## src/rtl/pulpino_host_mailbox.sv

```systemverilog
// Core-side host mailbox: APB slave passing 32-bit words between the
// CW305 register file and PULPino software, with status and handshake.
module pulpino_host_mailbox #(
    parameter int pADDR_W = 12,
    parameter int pCNT_W  = 8
) (
    input  logic               clk,
    input  logic               rst_n,
    input  logic               psel,
    input  logic               penable,
    input  logic               pwrite,
    input  logic [pADDR_W-1:0] paddr,
    input  logic [31:0]        pwdata,
    output logic [31:0]        prdata,
    output logic               pready,
    output logic               pslverr,
    input  logic [31:0]        host_data_i,
    input  logic               host_strobe_i,
    output logic [31:0]        mbox_wdata_o,
    output logic [31:0]        mbox_ctrl_o,
    output logic               busy_o,
    output logic               done_o,
    output logic               irq_o
);

    logic [31:0]       rx_data_q, rx_data_d;
    logic [31:0]       tx_data_q, tx_data_d;
    logic [31:0]       prdata_q, prdata_d;
    logic [pCNT_W-1:0] rx_cnt_q, rx_cnt_d;
    logic [pCNT_W-1:0] tx_cnt_q, tx_cnt_d;
    logic              rx_valid_q, rx_valid_d;
    logic              rx_ovr_q, rx_ovr_d;
    logic              tx_valid_q, tx_valid_d;
    logic              irq_en_q, irq_en_d;
    logic              done_q;

    logic        addr_ok, err, setup, access, acc_ok;
    logic        wr_tx, wr_ctrl, rd_rx;
    logic [1:0]  sel;
    logic [31:0] status, rd_val;

    assign sel     = paddr[3:2];
    assign addr_ok = (paddr[pADDR_W-1:4] == '0) && (paddr[1:0] == 2'b00);
    // RX_DATA (00) and STATUS (10) are read-only
    assign err     = !addr_ok || (pwrite && !sel[0]);
    assign setup   = psel && !penable;
    assign access  = psel && penable;
    assign acc_ok  = access && !err;
    assign wr_tx   = acc_ok && pwrite && (sel == 2'd1);
    assign wr_ctrl = acc_ok && pwrite && (sel == 2'd3);
    assign rd_rx   = acc_ok && !pwrite && (sel == 2'd0);

    assign status = {8'h00, 8'(tx_cnt_q), 8'(rx_cnt_q), 5'h00,
                     tx_valid_q, rx_ovr_q, rx_valid_q};

    always_comb begin
        rd_val = 32'h0;
        if (addr_ok) begin
            unique case (sel)
                2'd0: rd_val = rx_data_q;
                2'd1: rd_val = tx_data_q;
                2'd2: rd_val = status;
                2'd3: rd_val = {31'h0, irq_en_q};
            endcase
        end
    end

    always_comb begin
        rx_data_d  = rx_data_q;
        tx_data_d  = tx_data_q;
        rx_cnt_d   = rx_cnt_q;
        tx_cnt_d   = tx_cnt_q;
        rx_valid_d = rx_valid_q;
        rx_ovr_d   = rx_ovr_q;
        tx_valid_d = tx_valid_q;
        irq_en_d   = irq_en_q;
        prdata_d   = prdata_q;

        if (setup && !pwrite) begin
            prdata_d = rd_val;
        end

        if (wr_ctrl) begin
            irq_en_d = pwdata[0];
            if (pwdata[1]) rx_ovr_d = 1'b0;
            if (pwdata[2]) tx_valid_d = 1'b0;
        end

        // A strobe racing the clearing read keeps rx_valid and is no overrun
        if (host_strobe_i) begin
            rx_data_d  = host_data_i;
            rx_valid_d = 1'b1;
            rx_cnt_d   = rx_cnt_q + pCNT_W'(1);
            if (rx_valid_q && !rd_rx) rx_ovr_d = 1'b1;
        end else if (rd_rx) begin
            rx_valid_d = 1'b0;
        end

        if (wr_tx) begin
            tx_data_d  = pwdata;
            tx_valid_d = 1'b1;
            tx_cnt_d   = tx_cnt_q + pCNT_W'(1);
        end
    end

    always_ff @(posedge clk) begin
        if (!rst_n) begin
            rx_data_q  <= 32'h0;
            tx_data_q  <= 32'h0;
            prdata_q   <= 32'h0;
            rx_cnt_q   <= '0;
            tx_cnt_q   <= '0;
            rx_valid_q <= 1'b0;
            rx_ovr_q   <= 1'b0;
            tx_valid_q <= 1'b0;
            irq_en_q   <= 1'b0;
            done_q     <= 1'b0;
        end else begin
            rx_data_q  <= rx_data_d;
            tx_data_q  <= tx_data_d;
            prdata_q   <= prdata_d;
            rx_cnt_q   <= rx_cnt_d;
            tx_cnt_q   <= tx_cnt_d;
            rx_valid_q <= rx_valid_d;
            rx_ovr_q   <= rx_ovr_d;
            tx_valid_q <= tx_valid_d;
            irq_en_q   <= irq_en_d;
            done_q     <= wr_tx;
        end
    end

    assign prdata       = prdata_q;
    assign pready       = 1'b1;
    assign pslverr      = access && err;
    assign mbox_wdata_o = tx_data_q;
    assign mbox_ctrl_o  = status;
    assign busy_o       = rx_valid_q;
    assign done_o       = done_q;
    assign irq_o        = irq_en_q && rx_valid_q;

endmodule
```

## config.mk

```make
export PLATFORM = sky130hd
export DESIGN_NAME = pulpino_host_mailbox
export DESIGN_NICKNAME = d
export VERILOG_FILES = /design/src/rtl/pulpino_host_mailbox.sv
export SDC_FILE = /design/constraint.sdc
export NUM_CORES = 1
export LEC_CHECK = 0
export ABC_AREA = 1
export CORE_UTILIZATION = 60
export CTS_CLUSTER_SIZE = 28
export DETAILED_ROUTE_END_ITERATION = 8
export DONT_BUFFER_PORTS = 1
export PLACE_DENSITY_LB_ADDON = 0.3
export SETUP_SLACK_MARGIN = 0.2
export SLEW_MARGIN = 20
export SYNTH_ARGS = -nofsm -noshare
export SYNTH_HDL_FRONTEND = slang
export SYNTH_SLANG_ARGS = --single-unit
```

## constraint.sdc

```tcl
create_clock -name clk -period 1.9 [get_ports clk]
set_clock_uncertainty 0.2 [all_clocks]
set_input_delay 0.38 -clock clk [delete_from_list [all_inputs] [get_ports clk]]
set_output_delay 0.38 -clock clk [all_outputs]
set_load 0.02 [all_outputs]
```

# == Word level (Yosys, flattened, before mapping) ==
# Index checks and enable logic that the tools add are counted.
# Widths: inputs -> output; s select.
# totals
reg_bits,117
in_bits,82
output_inout_bits,101
wordCells,54
# op_classes
n_addsub,2
reduce_logical,28
eq_ne,3
muxes,11
# ops
cell,n
$pmux 32 s4,1
$mux 32,1
$add 8x1->8 const B,2
$logic_and 1x1->1,14
$mux 1,9
$logic_not 8->1,1
$logic_not 1->1,6
$reduce_bool 2->1,3
$eq 2x2->1 const B,2
$logic_not 2->1,2
$eq 2x1->1 const B,1
$reduce_and 2->1,1
$logic_or 1x1->1,1

# == Logic depth before layout (Yosys ltp) ==
# Gate-level depths: netlist (run 1).
# depth
depth_word,12
depth_mapped,10
ltp_nobuf,9

# == Worst setup path before layout (run 1) ==
# OpenSTA, ideal clock, no wires.
# synth_timing
path_kind,input to register
start,in paddr[5]
end,"reg tx_data_q[0], in the netlist mbox_wdata_o[0]"
slack_ps,220
n_path_buf,1
path_stages,8
t_required_ps,1584
setup_time_ps,116
t_arrival_ps,1364
cell_sequence,or2_1 > nor2_1 > nand4_1 > nor2_2 > nand2_2 > clkbuf_1 > o21ai_0 > nor2_1
# synth_via
elab_chain_cells,8
# synth_rtl
element,line_no,rtl
from (decl),12,"input logic [pADDR_W-1:0] paddr,"
$logic_not 8->1,43,assign addr_ok = (paddr[pADDR_W-1:4] == '0) && (paddr[1:0] == 2'b00);
$logic_and 1x1->1,43,
$logic_not 1->1,45,assign err = !addr_ok || (pwrite && !sel[0]);
$logic_or 1x1->1,45,
$logic_not 1->1,48,assign acc_ok = access && !err;
$logic_and 1x1->1,48,
$logic_and 1x1->1 (2 in series),49,assign wr_tx = acc_ok && pwrite && (sel == 2'd1);
to (signal assigned),120,tx_data_q <= tx_data_d;
to (decl),27,"logic [31:0] tx_data_q, tx_data_d;"
# No other way between the ends.
# A chain may end at the register's enable or synchronous reset.

# == Worst setup path in the final report (run 1) ==
# layout_timing
start,"reg rx_valid_q, in the netlist busy_o"
end,out irq_o
# layout_via
elab_chain_cells,1
# layout_rtl
element,line_no,rtl
from (decl),31,"logic rx_valid_q, rx_valid_d;"
from (signal assigned),124,rx_valid_q <= rx_valid_d;
$logic_and 1x1->1,139,assign irq_o = irq_en_q && rx_valid_q;
to (decl),23,output logic irq_o
# No other way between the ends.

==> flow_summary.toml, run 1 <==
[clock_tree]
cts_setup_buffers = 0
h-tree-depth = 4
cts_max_path_buffers = 2
tritoncts = "built"
clkTransAtPathRegs_ns = 0.06
clkSinkCount = 117
cts_buffers = 17
clock_latency_ns = 0.51
root_buffer = "clkbuf_8"

[critical_path]
slowest_stage = "dfxtp_4"
endpoint_kind = "output pin"
worstPathArrival_ns = 1.06
crit_path_cell_trace = "nand2_1 > inv_2"
setup.worst_path.start_class = "flip-flop"
slowest_delay_ns = 0.37
path_class = "reg -> out"
reg2reg_slack_ns = 0.30
cp_max_fo = 5
regToRegStartpoint = "rx_cnt_q[0]"
critPathRequiredTime_ns = 1.32
crit_path_start = "busy_o"

[yosys]
synthCells = 686
synth.top_cell.area_share_pct = 47.5
async_reset_ff_share_pct = 0
seq_area_frac_synth_pct = 47.5
yosys-top-cells-count = "nor2_1, nand2_1, dfxtp_1, o21ai_0, a21oi_1"
yosysMostFrequentCell = "nor2_1"
synth_warnings = 0
synth-seq-cells = 117
synthFlopType = "dfxtp_1"
synthTopCellsByArea = "dfxtp_1, nor2_1, nand2_1"
synth_top_area_cell = "dfxtp_1"
netlist_area_um2 = 4930
synth_edf_count = 0
ys_types = 24
avgSynthCellArea_um2 = 7.18

[route]
firstDrtPassIters = 5
drc = 0
routed_wl_um = 15500
drt-wirelength-per-cell_um = 17.7
antenna_left = 0
drtIter0Drc = 348
vias = 5067
via_per_inst = 5.79

[finish]
final_core_util_pct = 81.6
fin_nets = 845
nFillCells = 494
syn2layout_area_growth_pct = 30.0
diodes = 0
fin_area_um2 = 6400
multi_input_area_um2 = 2190
seq_area_um2 = 2350
layout-drive-gt1-share_pct = 9.83

[global_routing]
track_usage_pct = 36.8
grt_max_degree = 71
antenna_found_initial = 0
grt_pass1_wl_um = 24300
grt_pass1_vias = 5004
gr-total-overflow = 0

[die]
die_area_um2 = 8580
io_pins = 183
rows = 32
initial_utilization_pct = 62.8
die_h_um = 92.6
coreArea_um2 = 7850
die_w_um = 92.6

[pwr]
p_leak_nw = 2.54
peakVddDrop_v = 0.000800
finalPower_w = 0.00624
powerDensity_nw_per_um2 = 975

[sta]
hold_violations = 0
fmax_mhz = 611
finalSetupTns_ns = 0
rsz0062_at_grt = "yes"
period_needed_ns = 1.64
setup_viol = 0
layout_setup_ws_ns = 0.264
maxSlewViolCount = 0
finalCritPeriodShare_pct = 86.1

[placed_design]
post_dp_cell_area_um2 = 5050
finalWeightedCongestion = 0.888
hpwl_um = 9060
place_ws_ns = 0.00671
port_buffers = 0

[worst_hold_path]
hp-start = "rst_n"
hp-class = "in -> reg"

[outcome]
status = "finished clean"

[run]
max_cap_viol_count = 0
==> power by group <==
part           switching, W  internal, W  total [W]
logic              0.000257     0.000187   0.000444
registers         0.0000341      0.00251    0.00254
clock network       0.00114      0.00212    0.00326
total               0.00143      0.00482    0.00624
==> cells by family (layout without fill, tap and decap cells) <==
family	after synthesis	count (layout)	share of synthesized area [%]
buf+inv	92	167	8.99
xor+xnor	6	6	1.07
flops	117	117	47.5
other cells	2	14	0.152
simple gates	325	325	25.8
fa+ha+maj	2	2	0.508
compound gates	142	142	16.0
==> registers in the layout, summed over array words and instances, names as in the netlist <==
register and cells:
rx_ovr_q 1, done_o 1, prdata 32, busy_o 1
irq_en_q 1, rx_cnt_q 8, rx_data_q 32, tx_valid_q 1
mbox_wdata_o 32, tx_cnt_q 8
==> routing by layer <==
layer / global-route usage [%] / wire length (um)
met2: 62.9 / 7610
met5: 0 / 0
met3: 12.1 / 1670
met1: 40.7 / 5740
met4: 19.0 / 469
==> critical path: cells and delay by family (launching register included) <==
kind,cells,cell delay [ns]
and+or+nand+nor,1,0.07
buffers and inverters,1,0.10
DFF,1,0.37
==> metrics by stage <==
step | instances | hold WS, ns
2_1_floorplan | 698 | 0.229
3_5_place_dp | 773 | 0.247
4_1_cts | 875 | 0.00541
3_3_place_gp | 773 | 0.240
6_report | 875 | 0.0295
5_1_grt | 875 | 0.0373
==> final cells by class <==
class,count,area share [%]
sequential,117,36.7
multi-input combinational,489,34.2
inverter,34,2.01
tap,102,1.99
timing repair buffer,102,15.7
clock buffer,18,6.53
clock inverter,13,2.85
==> repair_timing <==
| action | 4_1_cts | 5_1_grt |
|---|---|---|
| endpoints found under the setup margin | 6 | 2 |
| gates resized for setup | 6 | 4 |
| hold buffers | 71 | 0 |
| endpoints found under the hold margin | 76 | 0 |
| pin swaps | 0 | 1 |
==> final timing paths <==
check             cells past startpoint              end
setup / recovery                      2            irq_o
hold / removal                        3  mbox_wdata_o[5]
setup reg to reg                      4      rx_cnt_q[0]
hold reg to reg                       2    rx_data_q[31]
==> placed cells by master, fill, tap and decap left out, drive strengths merged <==
cell type	count
a21oi	47
a22o	12
buf	33
bufinv	4
clkbuf	18
clkinv	9
clkinvlp	1
conb	14
dfxtp	117
dlygate4sd3	69
ha	2
inv	33
nand2	146
nand3	18
nand4	4
nor2	150
nor3	6
o211ai	12
o21ai	71
or2	1
xor2	6
(Power assumes the default switching activity.)
==> run 2: changes to the inputs <==
--- a/config.mk
+++ b/config.mk
@@ -6,7 +6,7 @@
 export NUM_CORES = 1
 export LEC_CHECK = 0
 export ABC_AREA = 1
-export CORE_UTILIZATION = 60
+export CORE_UTILIZATION = 55
 export CTS_CLUSTER_SIZE = 28
 export DETAILED_ROUTE_END_ITERATION = 8
 export DONT_BUFFER_PORTS = 1
==> run 2 against run 1 <==
Against the previous run: utilization decreased by 8.0 points; fmax down 2.1%; largest cell class unchanged; sequential share of layout area is 0.054 points higher; die area up 8.9%; largest power group unchanged; worst setup slack worse by 0.035 ns.
==> flow_summary.toml, run 2 (synthesis gave the netlist of run 1 again) <==
[worst_hold_path]
hold-path-cell-count = 5
hp-class = "in -> reg"
hp-start = "paddr[2]"
min_to = "irq_en_q"

[clock_tree]
cts_buffers = 17
clock_latency_ns = 0.52
root_buffer = "clkbuf_8"
clkTransAtPathRegs_ns = 0.05
tritoncts = "built"
h-tree-depth = 4
cts_setup_buffers = 0
cts_max_path_buffers = 2
clkSinkCount = 117

[route]
vias = 4907
routed_wl_um = 14600
drc = 0
firstDrtPassIters = 7
drtIter0Drc = 322
via_per_inst = 5.60
antenna_left = 0
drt-wirelength-per-cell_um = 16.6

[finish]
final_cells = 877
most-common-layout-cells = "nor2_1, nand2_1, dfxtp_1"
syn2layout_area_growth_pct = 29.6
layout-drive-gt1-share_pct = 9.23
fin_area_um2 = 6390
final_common_cell = "nor2_1"
fin_nets = 841
diodes = 0

[die]
die_area_um2 = 9340
initial_utilization_pct = 56.8
rows = 34
die_w_um = 96.6
die_h_um = 96.6
coreArea_um2 = 8680
io_pins = 183

[global_routing]
busiest_layer = "met2"
track_usage_pct = 32.0
gr-usage-met2_pct = 54.3
gr-total-overflow = 0
grt_pass1_wl_um = 23900
grt_pass1_vias = 4883
grt_util_met3_pct = 10.3
antenna_found_initial = 0
grt_use_met1_pct = 36.4
grt_max_degree = 71

[run]
max_cap_viol_count = 0

[pwr]
switching_share_pct = 22.7
p_seq_share_pct = 40.8
powerDensity_nw_per_um2 = 977
peakVddDrop_v = 0.000819
power_switching_w = 0.00142
clkPwrFrac_pct = 52.2
power_frac_comb_pct = 7.0
p_int_w = 0.00482
p_leak_nw = 2.52
finalPower_w = 0.00624

[placed_design]
post_dp_cell_area_um2 = 5050
hpwl_um = 8440
finalWeightedCongestion = 0.857
dp_cells = 776
port_buffers = 0

[sta]
finalCritPeriodShare_pct = 87.9
setup_viol = 0
finalSetupTns_ns = 0
fmax_mhz = 599
rsz0062_at_grt = "yes"
period_needed_ns = 1.67
maxSlewViolCount = 0
hold_violations = 0

[critical_path]
critPathRequiredTime_ns = 1.32
setup.worst_path.start_class = "input port"
path_class = "in -> out"
reg2reg_slack_ns = 0.35
reg2reg_depth = 4
regToRegStartpoint = "rx_cnt_q[0]"
cp_max_fo = 2
reg2reg_to = "rx_cnt_q[0]"
endpoint_kind = "output pin"
worstPathArrival_ns = 1.09

[outcome]
status = "finished clean"
==> run 2: changes by cell type in the layout (fill, tap and decap cells not counted), sizes merged <==
cell         previous run  this run
dlygate4sd3            69        68
clkbuf                 18        19
buf                    33        30
clkinv                  9         7
clkinvlp                1         2
==> run 2: repair_timing <==
item | CTS | global route
hold buffers | 70 | 0
resized for setup | 3 | 5
pin swaps | 0 | 0
setup endpoints to repair | 4 | 7
endpoints found under the hold margin | 76 | 0
==> run 2: cell type report <==
type	instances	area (um2)
multi-input combinational	489	2190
timing repair buffer	98	985
clock buffer	19	422
tap	108	135
clock inverter	12	180
sequential	117	2350
fill	629	2290
inverter	34	129
==> run 2: power groups by stage <==
stage | registers [W] | logic [W] | clock network (W)
after floorplan | 0.00259 | 0.000241 | 0
after global placement | 0.00259 | 0.000260 | 0
after detailed placement | 0.00259 | 0.000268 | 0
after CTS | 0.00254 | 0.000422 | 0.00327
after global routing | 0.00255 | 0.000474 | 0.00340
final | 0.00254 | 0.000436 | 0.00326
==> run 2: worst max path at each step <==
| stage | endpoint | startpoint | depth (start not counted) | slack, ns |
|---|---|---|---|---|
| floorplan | mbox_wdata_o[0] | paddr[5] | 8 | 0.22 |
| global placement | mbox_wdata_o[31] | paddr[5] | 8 | 0.10 |
| detailed placement | mbox_wdata_o[12] | paddr[5] | 8 | 0.04 |
| CTS | irq_o | busy_o | 2 | 0.20 |
| global route | pslverr | paddr[5] | 7 | 0.16 |
| finish | pslverr | paddr[5] | 7 | 0.23 |
==> run 2: worst max-delay path, stage by stage <==
cell     delay (ns)
or2_1          0.22
nor2_2         0.13
nand2_1        0.09
inv_1          0.07
nand2_1        0.05
nand2_1        0.05
inv_1          0.10
==> run 2: per-stage QoR <==
stage / util (%) / hold slack, ns / setup slack, ns
final: 73.6 / 0.00748 / 0.230
after global routing: 73.6 / 0.00106 / 0.159
after CTS: 73.5 / 0.00240 / 0.200
after detailed placement: 58.2 / 0.280 / 0.0419
after global placement: 58.2 / 0.271 / 0.101
after floorplan: - / 0.229 / 0.220
==> run 2: per-layer routing <==
layer | vias to the layer above | part of all wire, %
met1 | 2229 | 39
met5 | - | 0
met4 | 0 | 2.9
met3 | 50 | 10
li1 | 2326 | -
met2 | 302 | 48
